### config.mk
export PLATFORM = sky130hd
export DESIGN_NAME = iter_alu
export DESIGN_NICKNAME = d
export VERILOG_FILES = /design/src/rtl/iter_alu_pkg.sv /design/src/rtl/alu_word.sv /design/src/rtl/iter_alu.sv
export SDC_FILE = /design/constraint.sdc
export NUM_CORES = 1
export LEC_CHECK = 0
export CAP_MARGIN = 15
export CORE_UTILIZATION = 55
export DETAILED_ROUTE_END_ITERATION = 6
export GPL_TIMING_DRIVEN = 0
export PLACE_DENSITY = 0.81
export RECOVER_POWER = 100
export SLEW_MARGIN = 20
export SYNTH_ARGS = -nofsm -noshare
export SYNTH_HDL_FRONTEND = slang
export SYNTH_HIERARCHICAL = 1
export SYNTH_SLANG_ARGS = --single-unit
### constraint.sdc
create_clock -name clk -period 4.95 [get_ports clk]
set_input_delay 0.99 -clock clk [delete_from_list [all_inputs] [get_ports clk]]
set_output_delay 0.99 -clock clk [all_outputs]
set_load 0.05 [all_outputs]
### src/rtl/iter_alu_pkg.sv
// rtl/iter_alu_pkg.sv - shared op/state encodings and default sizing for iter_alu
//
// Contents:
//   DEF_WIDTH / DEF_SHW : default word width and shift-amount width
//   op_e                : 3-bit operation code (AND..MULTU)
//   state_e             : control state of the iterative ALU
package iter_alu_pkg;

    localparam int DEF_WIDTH = 32;
    localparam int DEF_SHW   = 5;

    typedef enum logic [2:0] {
        OP_AND   = 3'd0,
        OP_OR    = 3'd1,
        OP_ADD   = 3'd2,
        OP_SUB   = 3'd3,
        OP_SLT   = 3'd4,
        OP_SLL   = 3'd5,
        OP_SRL   = 3'd6,
        OP_MULTU = 3'd7
    } op_e;

    typedef enum logic [1:0] {
        ST_IDLE = 2'd0,
        ST_MUL  = 2'd1,
        ST_DONE = 2'd2
    } state_e;

endpackage

### src/rtl/alu_word.sv
// rtl/alu_word.sv - combinational word-wide AND/OR/add-sub/SLT/shift unit
//
// Ports:
//   op       in   operation code (MULTU yields zeros here; it is iterated in the top)
//   a, b     in   WIDTH-bit operands
//   shamt    in   SHW-bit shift amount for SLL/SRL (shifts b)
//   result   out  WIDTH-bit result
//   overflow out  signed overflow, ADD/SUB only
//   cout     out  carry out of the MSB, ADD/SUB only
module alu_word
    import iter_alu_pkg::*;
#(
    parameter int WIDTH = DEF_WIDTH,
    parameter int SHW   = DEF_SHW
) (
    input  op_e              op,
    input  logic [WIDTH-1:0] a,
    input  logic [WIDTH-1:0] b,
    input  logic [SHW-1:0]   shamt,
    output logic [WIDTH-1:0] result,
    output logic             overflow,
    output logic             cout
);

    logic             subtract;
    logic [WIDTH-1:0] b_eff;
    logic [WIDTH:0]   sum;
    logic             sum_ovf;
    logic             shift_oob;

    // SUB and SLT share the adder as a + ~b + 1.
    assign subtract = (op == OP_SUB) || (op == OP_SLT);
    assign b_eff    = subtract ? ~b : b;
    assign sum      = {1'b0, a} + {1'b0, b_eff} + {{WIDTH{1'b0}}, subtract};
    assign sum_ovf  = (a[WIDTH-1] == b_eff[WIDTH-1]) && (sum[WIDTH-1] != a[WIDTH-1]);

    // WIDTH always fits in SHW+1 bits because 2**SHW >= WIDTH.
    assign shift_oob = {1'b0, shamt} >= (SHW+1)'(WIDTH);

    always_comb begin
        result   = '0;
        overflow = 1'b0;
        cout     = 1'b0;
        case (op)
            OP_AND: result = a & b;
            OP_OR:  result = a | b;
            OP_ADD, OP_SUB: begin
                result   = sum[WIDTH-1:0];
                overflow = sum_ovf;
                cout     = sum[WIDTH];
            end
            OP_SLT: result = {{(WIDTH-1){1'b0}}, sum[WIDTH-1] ^ sum_ovf};
            OP_SLL: result = shift_oob ? '0 : (b << shamt);
            OP_SRL: result = shift_oob ? '0 : (b >> shamt);
            default: result = '0;
        endcase
    end

endmodule

### src/rtl/iter_alu.sv
// rtl/iter_alu.sv - multi-cycle ALU with valid/ready handshake and shift-add MULTU
//
// Ports:
//   clk, rst_n            clock (rising edge), asynchronous active-low reset
//   flush                 synchronous cancel of in-flight op and pending result
//   in_valid/in_ready     request handshake; op, a, b, shamt sampled on accept
//   out_valid/out_ready   result handshake; outputs held while out_ready=0
//   result, result_hi     result word; result_hi is the MULTU high word, else 0
//   zero, overflow, cout  registered flags of the presented result
module iter_alu
    import iter_alu_pkg::*;
#(
    parameter int WIDTH = DEF_WIDTH,
    parameter int SHW   = DEF_SHW
) (
    input  logic             clk,
    input  logic             rst_n,
    input  logic             flush,
    input  logic             in_valid,
    output logic             in_ready,
    input  logic [2:0]       op,
    input  logic [WIDTH-1:0] a,
    input  logic [WIDTH-1:0] b,
    input  logic [SHW-1:0]   shamt,
    output logic             out_valid,
    input  logic             out_ready,
    output logic [WIDTH-1:0] result,
    output logic [WIDTH-1:0] result_hi,
    output logic             zero,
    output logic             overflow,
    output logic             cout
);

    localparam int CW = $clog2(WIDTH) + 1;

    state_e           state, state_next;
    op_e              op_in;
    logic             accept;
    logic             mul_last;
    logic [CW-1:0]    counter;
    logic [WIDTH-1:0] mcand;
    // The 2*WIDTH accumulator is {acc_hi, mplier}: the multiplier bits are
    // shifted out of the low half as product bits are shifted in.
    logic [WIDTH-1:0] acc_hi;
    logic [WIDTH-1:0] mplier;
    logic [WIDTH:0]   mul_sum;
    logic [WIDTH-1:0] mul_lo_next;
    logic [WIDTH-1:0] alu_result;
    logic             alu_overflow;
    logic             alu_cout;

    assign op_in     = op_e'(op);
    assign in_ready  = (state == ST_IDLE) || ((state == ST_DONE) && out_ready);
    assign accept    = in_valid && in_ready && !flush;
    assign out_valid = (state == ST_DONE);
    assign mul_last  = (counter == CW'(WIDTH - 1));

    assign mul_sum     = {1'b0, acc_hi} + {1'b0, (mplier[0] ? mcand : {WIDTH{1'b0}})};
    assign mul_lo_next = {mul_sum[0], mplier[WIDTH-1:1]};

    alu_word #(
        .WIDTH (WIDTH),
        .SHW   (SHW)
    ) u_alu_word (
        .op       (op_in),
        .a        (a),
        .b        (b),
        .shamt    (shamt),
        .result   (alu_result),
        .overflow (alu_overflow),
        .cout     (alu_cout)
    );

    always_ff @(posedge clk or negedge rst_n) begin
        if (!rst_n) begin
            state <= ST_IDLE;
        end else begin
            state <= state_next;
        end
    end

    always_comb begin
        state_next = state;
        if (flush) begin
            state_next = ST_IDLE;
        end else begin
            case (state)
                ST_IDLE: begin
                    if (accept) begin
                        state_next = (op_in == OP_MULTU) ? ST_MUL : ST_DONE;
                    end
                end
                ST_MUL: begin
                    if (mul_last) begin
                        state_next = ST_DONE;
                    end
                end
                ST_DONE: begin
                    if (accept) begin
                        state_next = (op_in == OP_MULTU) ? ST_MUL : ST_DONE;
                    end else if (out_ready) begin
                        state_next = ST_IDLE;
                    end
                end
                default: state_next = ST_IDLE;
            endcase
        end
    end

    always_ff @(posedge clk or negedge rst_n) begin
        if (!rst_n) begin
            counter   <= '0;
            mcand     <= '0;
            acc_hi    <= '0;
            mplier    <= '0;
            result    <= '0;
            result_hi <= '0;
            zero      <= 1'b0;
            overflow  <= 1'b0;
            cout      <= 1'b0;
        end else if (flush) begin
            counter <= '0;
        end else if (accept) begin
            if (op_in == OP_MULTU) begin
                mcand   <= a;
                mplier  <= b;
                acc_hi  <= '0;
                counter <= '0;
            end else begin
                result    <= alu_result;
                result_hi <= '0;
                zero      <= (alu_result == '0);
                overflow  <= alu_overflow;
                cout      <= alu_cout;
            end
        end else if (state == ST_MUL) begin
            acc_hi  <= mul_sum[WIDTH:1];
            mplier  <= mul_lo_next;
            counter <= counter + CW'(1);
            // Publish only on the final step so no partial product is ever visible.
            if (mul_last) begin
                result    <= mul_lo_next;
                result_hi <= mul_sum[WIDTH:1];
                zero      <= ({mul_sum[WIDTH:1], mul_lo_next} == '0);
                overflow  <= 1'b0;
                cout      <= 1'b0;
            end
        end
    end

endmodule

# == Yosys cells after proc, flatten, opt, wreduce, memory -nomap -nowiden ==
# Cells that the tools add are included.
# word_totals
reg_bits,171
inputBits,77
output_inout_bits,69
wordCells,99
# classes
add_sub_neg,4
n_eq_ne,18
n_shift,2
muxes,40
bitwise,5
reduce_logical,20
# op_table
cell,n
$mux 32,16
$pmux 32 s6,1
$add 32x32->33,2
$logic_not 64->1,1
$add 33x1->33,1
$and 32x32->32,1
$logic_not 32->1,1
$not 32->32,1
$or 32x32->32,1
$shl 32x5->32,1
$shr 32x5->32,1
$mux 6,4
$eq 3x3->1 const B,4
$mux 1,12
$mux 2,6
$reduce_and 3->1,3
$add 6x1->6 const B,1
$eq 3x2->1 const B,2
$eq 6x5->1 const B,1
$ne 3x3->1 const B,2
$pmux 2 s3,1
$logic_and 1x1->1,4
$ne 4x2->1 const B,1
$reduce_and 4->1,1
18 further kinds,20

# == Logic depth before layout (Yosys ltp) ==
# depth
word_depth,12
mapped_depth,20
depth_no_buf,18

# == By module ==
# Netlist, hierarchy kept.
# modules_own_cells
module,n_inst,cells_each,area_per_inst_um2,seq_area_each_um2
iter_alu,1,1026,9103.7,4279.1
alu_word,1,812,6028.3,0.0

# == Least setup slack after synthesis ==
# Ideal clock, no wire load.
# synth_path
path_kind,input port to flip-flop
start,input op[0]
end,register zero
setup_ns,0.092
t_arrival_ns,5.009
required_time_ns,4.858
setup_slack_ns,-0.151
path_stages,19
path_buffers,3
path_cell_list,clkbuf_1 -> buf_1 -> a21oi_1 -> clkbuf_1 -> xnor2_1 -> ha_1 -> nor2b_1 -> o31a_1 -> o41a_1 -> o31a_1 -> a21boi_1 -> o21bai_1 -> mux2i_1 -> o21ai_0 -> nor4_1 -> nand4_1 -> nor4b_1 -> a21oi_1 -> o31ai_2
# synth_via
elab_cells_between_ends,23
classes_between,add/sub (2); eq/ne (10); mux (4); bitwise (1); reduce/logical (6)
# synth_rtl
element,line,source
start: declaration,iter_alu.sv:21,"input logic [2:0] op,"
$eq 3x2->1 / $eq 3x3->1 (equally long branches),"alu_word.sv:32, alu_word.sv:44",
$logic_or 1x1->1,alu_word.sv:32,assign subtract = (op == OP_SUB) || (op == OP_SLT);
$mux 32,alu_word.sv:33,assign b_eff = subtract ? ~b : b;
$add 32x32->33,alu_word.sv:34,"assign sum = {1'b0, a} + {1'b0, b_eff} + {{WIDTH{1'b0}}, subtract};"
$add 33x1->33,alu_word.sv:34,
$pmux 32 s6 (*),alu_word.sv:44,case (op)
named net alu_result[24],iter_alu.sv:48,logic [WIDTH-1:0] alu_result;
$logic_not 32->1 (*),iter_alu.sv:132,zero <= (alu_result == '0);
$mux 1 (*),iter_alu.sv:124,if (op_in == OP_MULTU) begin
$mux 1 (*),iter_alu.sv:123,end else if (accept) begin
end signal: assignment,iter_alu.sv:132,
end signal: assignment,iter_alu.sv:144,"zero <= ({mul_sum[WIDTH:1], mul_lo_next} == '0);"
end: declaration,iter_alu.sv:29,"output logic zero,"
# The timed path passes the listed nets; every way through them passes the cells marked *. The select of a mux whose other input is x is not followed.
# A chain may end at the register's enable or synchronous reset.

# == Final worst setup path ==
# layout_path
start,register mplier[0]
end,register zero
# layout_via
elab_chain_len,6
# layout_lines
element,line,source
start: declaration,iter_alu.sv:45,logic [WIDTH-1:0] mplier;
start signal: assignment,iter_alu.sv:138,mplier <= mul_lo_next;
$mux 32,iter_alu.sv:58,"assign mul_sum = {1'b0, acc_hi} + {1'b0, (mplier[0] ? mcand : {WIDTH{1'b0}})};"
$add 32x32->33,iter_alu.sv:58,
$logic_not 64->1,iter_alu.sv:144,
$mux 1,iter_alu.sv:141,if (mul_last) begin
$mux 1,iter_alu.sv:136,end else if (state == ST_MUL) begin
$mux 1,iter_alu.sv:123,
# No other way between the ends. The select of a mux whose other input is x is not followed.

==> results.ini <==
[run_status]
status=finished, violations left
violations=design-rule violations, max-capacitance violations, max-slew violations

[setup_path]
slowest_stage=nor4_2
critical_path_arrival_ns=5.29
r2r-end=zero$_DFFE_PN0P_
cp_max_fo=10
cp-start-kind=flip-flop
cpLargestDelayFamily=simple AND/OR/NAND/NOR gates
critPathRequiredTime_ns=5.31
crit_chain=clkbuf_1, and2_1, ha_1, fa_1, xnor2_1, nand4_1, nor4_2, o2111ai_1, nor4b_2, o2111ai_1, nor4_2, nand4_1, o31ai_2
reg2reg_from=mplier[0]$_DFFE_PN0P_
r2r_cells=13
regToRegSetupSlack_ns=0.02
crit_buf_inv=1
critPathCaptureType=flip-flop
criticalPathCategory=flip-flop to flip-flop
cp_slowest_stage_delay_ns=0.65

[floorplan]
rows=60
num_io_pins=146
initial_utilization_pct=56.1
coreArea_um2=27000
die-area_um2=28200
die_h_um=168
die_w_um=168

[min_path]
hold-path-cell-count=2
hold_class=flip-flop to flip-flop
whs_endpoint=mcand[22]$_DFFE_PN0P_
min-delay-start=mcand[22]$_DFFE_PN0P_

[placement]
post-dp-hpwl_mm=52.5
portBuffers=143
pre_cts_ws_ns=-2.31
globalplace.congestion=1.11

[clock_tree]
cts.sinks=171
clock_tree.buffer_depth=2
cts.reportedPaths.clkPinSlew_ns=0.08
ctsHtreeMaxLevel=4
cts_root_buffer=clkbuf_16
ctsHoldBuffers=0
cts_buffers=17
clock_latency_ns=0.45
cts_tree=built

[route]
wl_mm=69.2
drc=7
viasPerCell=7.23
dr.pass1.iters=7
vias=17159
drt_iter0_markers=2752
drtAntennaViolNets=0
drt-wirelength-per-cell_um=29.2

[yosys]
ys_types=88
avgSynthCellArea_um2=8.23
synth_top_flop_cell=dfrtp_1
ys_ff_latch=171
synth_edf_count=0
ys_seq_area_share_pct=28.3
async_flop_share_pct=100
synthesis.area_um2=15100
syn_inst=1838
ys_warn_count=6
synth_nets=1985

[sta]
post-route-period-util_pct=99.5
tightest_slew_ns=3.78
clock.fmax_ghz=0.203
setup_viol=0
min_period_ns=4.93
hold_viol_final=0
clock-skew-final_ns=0.0236
fin_ws_ns=0.0233
slew_viol_final=71
maxSlewHeadroom_pct=-152

[global_routing]
grt_usage_pct=48.6
grt_pass1_wl_mm=102
antenna_found_initial=0
grt-ovfl-total=0
grt_pass1_vias=16754
grt_max_degree=102

[power]
pwr-share-comb_pct=44.8
p_leak_uw=0.00819
seq_power_share_pct=31.0
p_clk_share_pct=24.1
p_sw_uw=2570
vdd_drop_max_v=0.000259
power_switching_share_pct=44.7
power_density_nw_per_um2=317
p_int_uw=3180

[layout]
antenna_cells=0
final_cell_mix=nand2_1, a21oi_1, dfrtp_1, o21ai_0, mux2i_1
fin_nets=2167
multi_input_area_um2=10500
ff_latch_area_um2=4280
drive_above_1_share_pct=10.4
synthToLayoutAreaGrowth_pct=19.9
fill_cells=2126
fin_util_pct=67.3
final_common_cell=nand2_1

[run]
drv_cap=1

==> cells in the mapped netlist (all sizes together), types with 8 or more instances <==
master  count  area share (%)
and2       39             1.6
nor3       19            0.63
nor2       73             1.8
o21ai     180             6.0
nor4       20            0.87
dfrtp     171              28
a211oi     20             1.1
nand4      24            0.99
xor2       14            0.81
nand3      49             1.6
a22oi      11            0.55
ha         68             5.6
mux4       33             4.9
inv        26            0.64
o21a       18            0.89
a22o       27             1.6
o22ai       9            0.37
clkbuf     87             2.2
mux2       13            0.99
a222oi     11            0.73
nand2b     18            0.74
o21bai      8            0.40
xnor2      61             3.5
a31oi      10            0.41
mux2i      98             6.5
a21oi     184             6.2
buf        50             1.5
a21o       30             1.5
nand2     284             7.0
nor2b      35             1.4
o211ai     38             1.9
==> cell families after synthesis <==
kind of cell | Yosys count | synth area share (%)
simple gates | 595 | 18.6
mux | 144 | 12.4
flops | 171 | 28.3
fa+ha+maj | 71 | 5.95
compound gates | 619 | 26.1
xor+xnor | 75 | 4.34
buf+inv | 163 | 4.28
==> power groups by stage <==
| stage | logic, µW | clock network [µW] | registers [µW] |
|---|---|---|---|
| 3_3_place_gp | 2320 | 0 | 1790 |
| 2_1_floorplan | 1270 | 0 | 2020 |
| 4_1_cts | 2440 | 1380 | 1780 |
| 3_5_place_dp | 2370 | 0 | 1800 |
| 5_1_grt | 2690 | 1430 | 1800 |
| 6_report | 2580 | 1390 | 1780 |
==> worst register-to-register path, stage by stage, from the launching register on <==
cell and delay [ns]:
dfrtp_1 0.49, clkbuf_1 0.28, and2_1 0.21, ha_1 0.26, fa_1 0.49, xnor2_1 0.61
nand4_1 0.20, nor4_2 0.65, o2111ai_1 0.32, nor4b_2 0.44, o2111ai_1 0.23, nor4_2 0.22
nand4_1 0.21, o31ai_2 0.23
==> metrics by stage <==
stage               std cells  hold WS, ns  instance area (µm²)  total power (µW)  TNS (ns)
floorplan                1838        0.437                15100              3290         0
global placement         2322        0.454                17000              4110   -668.77
detailed placement       2323        0.460                17000              4170    -32.23
CTS                      2366        0.477                17900              5600         0
global route             2374        0.489                18100              5920   -0.0217
finish                   2374        0.479                18100              5750         0
==> state kept, by name (all words and copies together) (netlist names) <==
register / flops
mcand: 32
cout: 1
result_hi: 32
counter: 6
result: 32
state: 2
overflow: 1
zero: 1
mplier: 32
acc_hi: 32
==> timing repair <==
action,in CTS,in global routing
cloned,0,0
setup endpoints to repair,29,1
resized for setup,53,71
pin swaps,13,30
setup buffers,14,15
==> per-layer routing <==
layer	wire (µm)	global-route usage (%)
met1	23900	55.8
met2	30500	76.5
met3	7550	11.7
met4	7360	42.3
met5	0	0
==> how the worst max path moves through the flow <==
stage                                     start                    end  slack (ns)  cells past startpoint
after CTS                                 op[2]       zero$_DFFE_PN0P_       0.006                     20
after detailed placement                  op[0]       zero$_DFFE_PN0P_       -2.31                     20
final                     mplier[0]$_DFFE_PN0P_       zero$_DFFE_PN0P_        0.02                     13
after floorplan                           op[0]       zero$_DFFE_PN0P_        0.04                     19
after global placement                    rst_n  result[6]$_DFFE_PN0P_       -3.76                      1
after global routing                      op[1]       zero$_DFFE_PN0P_       -0.02                     20
==> area by class of cell <==
class	count	area share [%]
inverters	26	0.538
repair buffers	173	9.31
well taps	341	2.35
clock inverters	15	0.938
multi-input cells	1504	57.7
flip-flops and latches	171	23.6
plain buffers	127	3.27
clock buffers	17	2.34
Power figures use the tool's default switching activity.
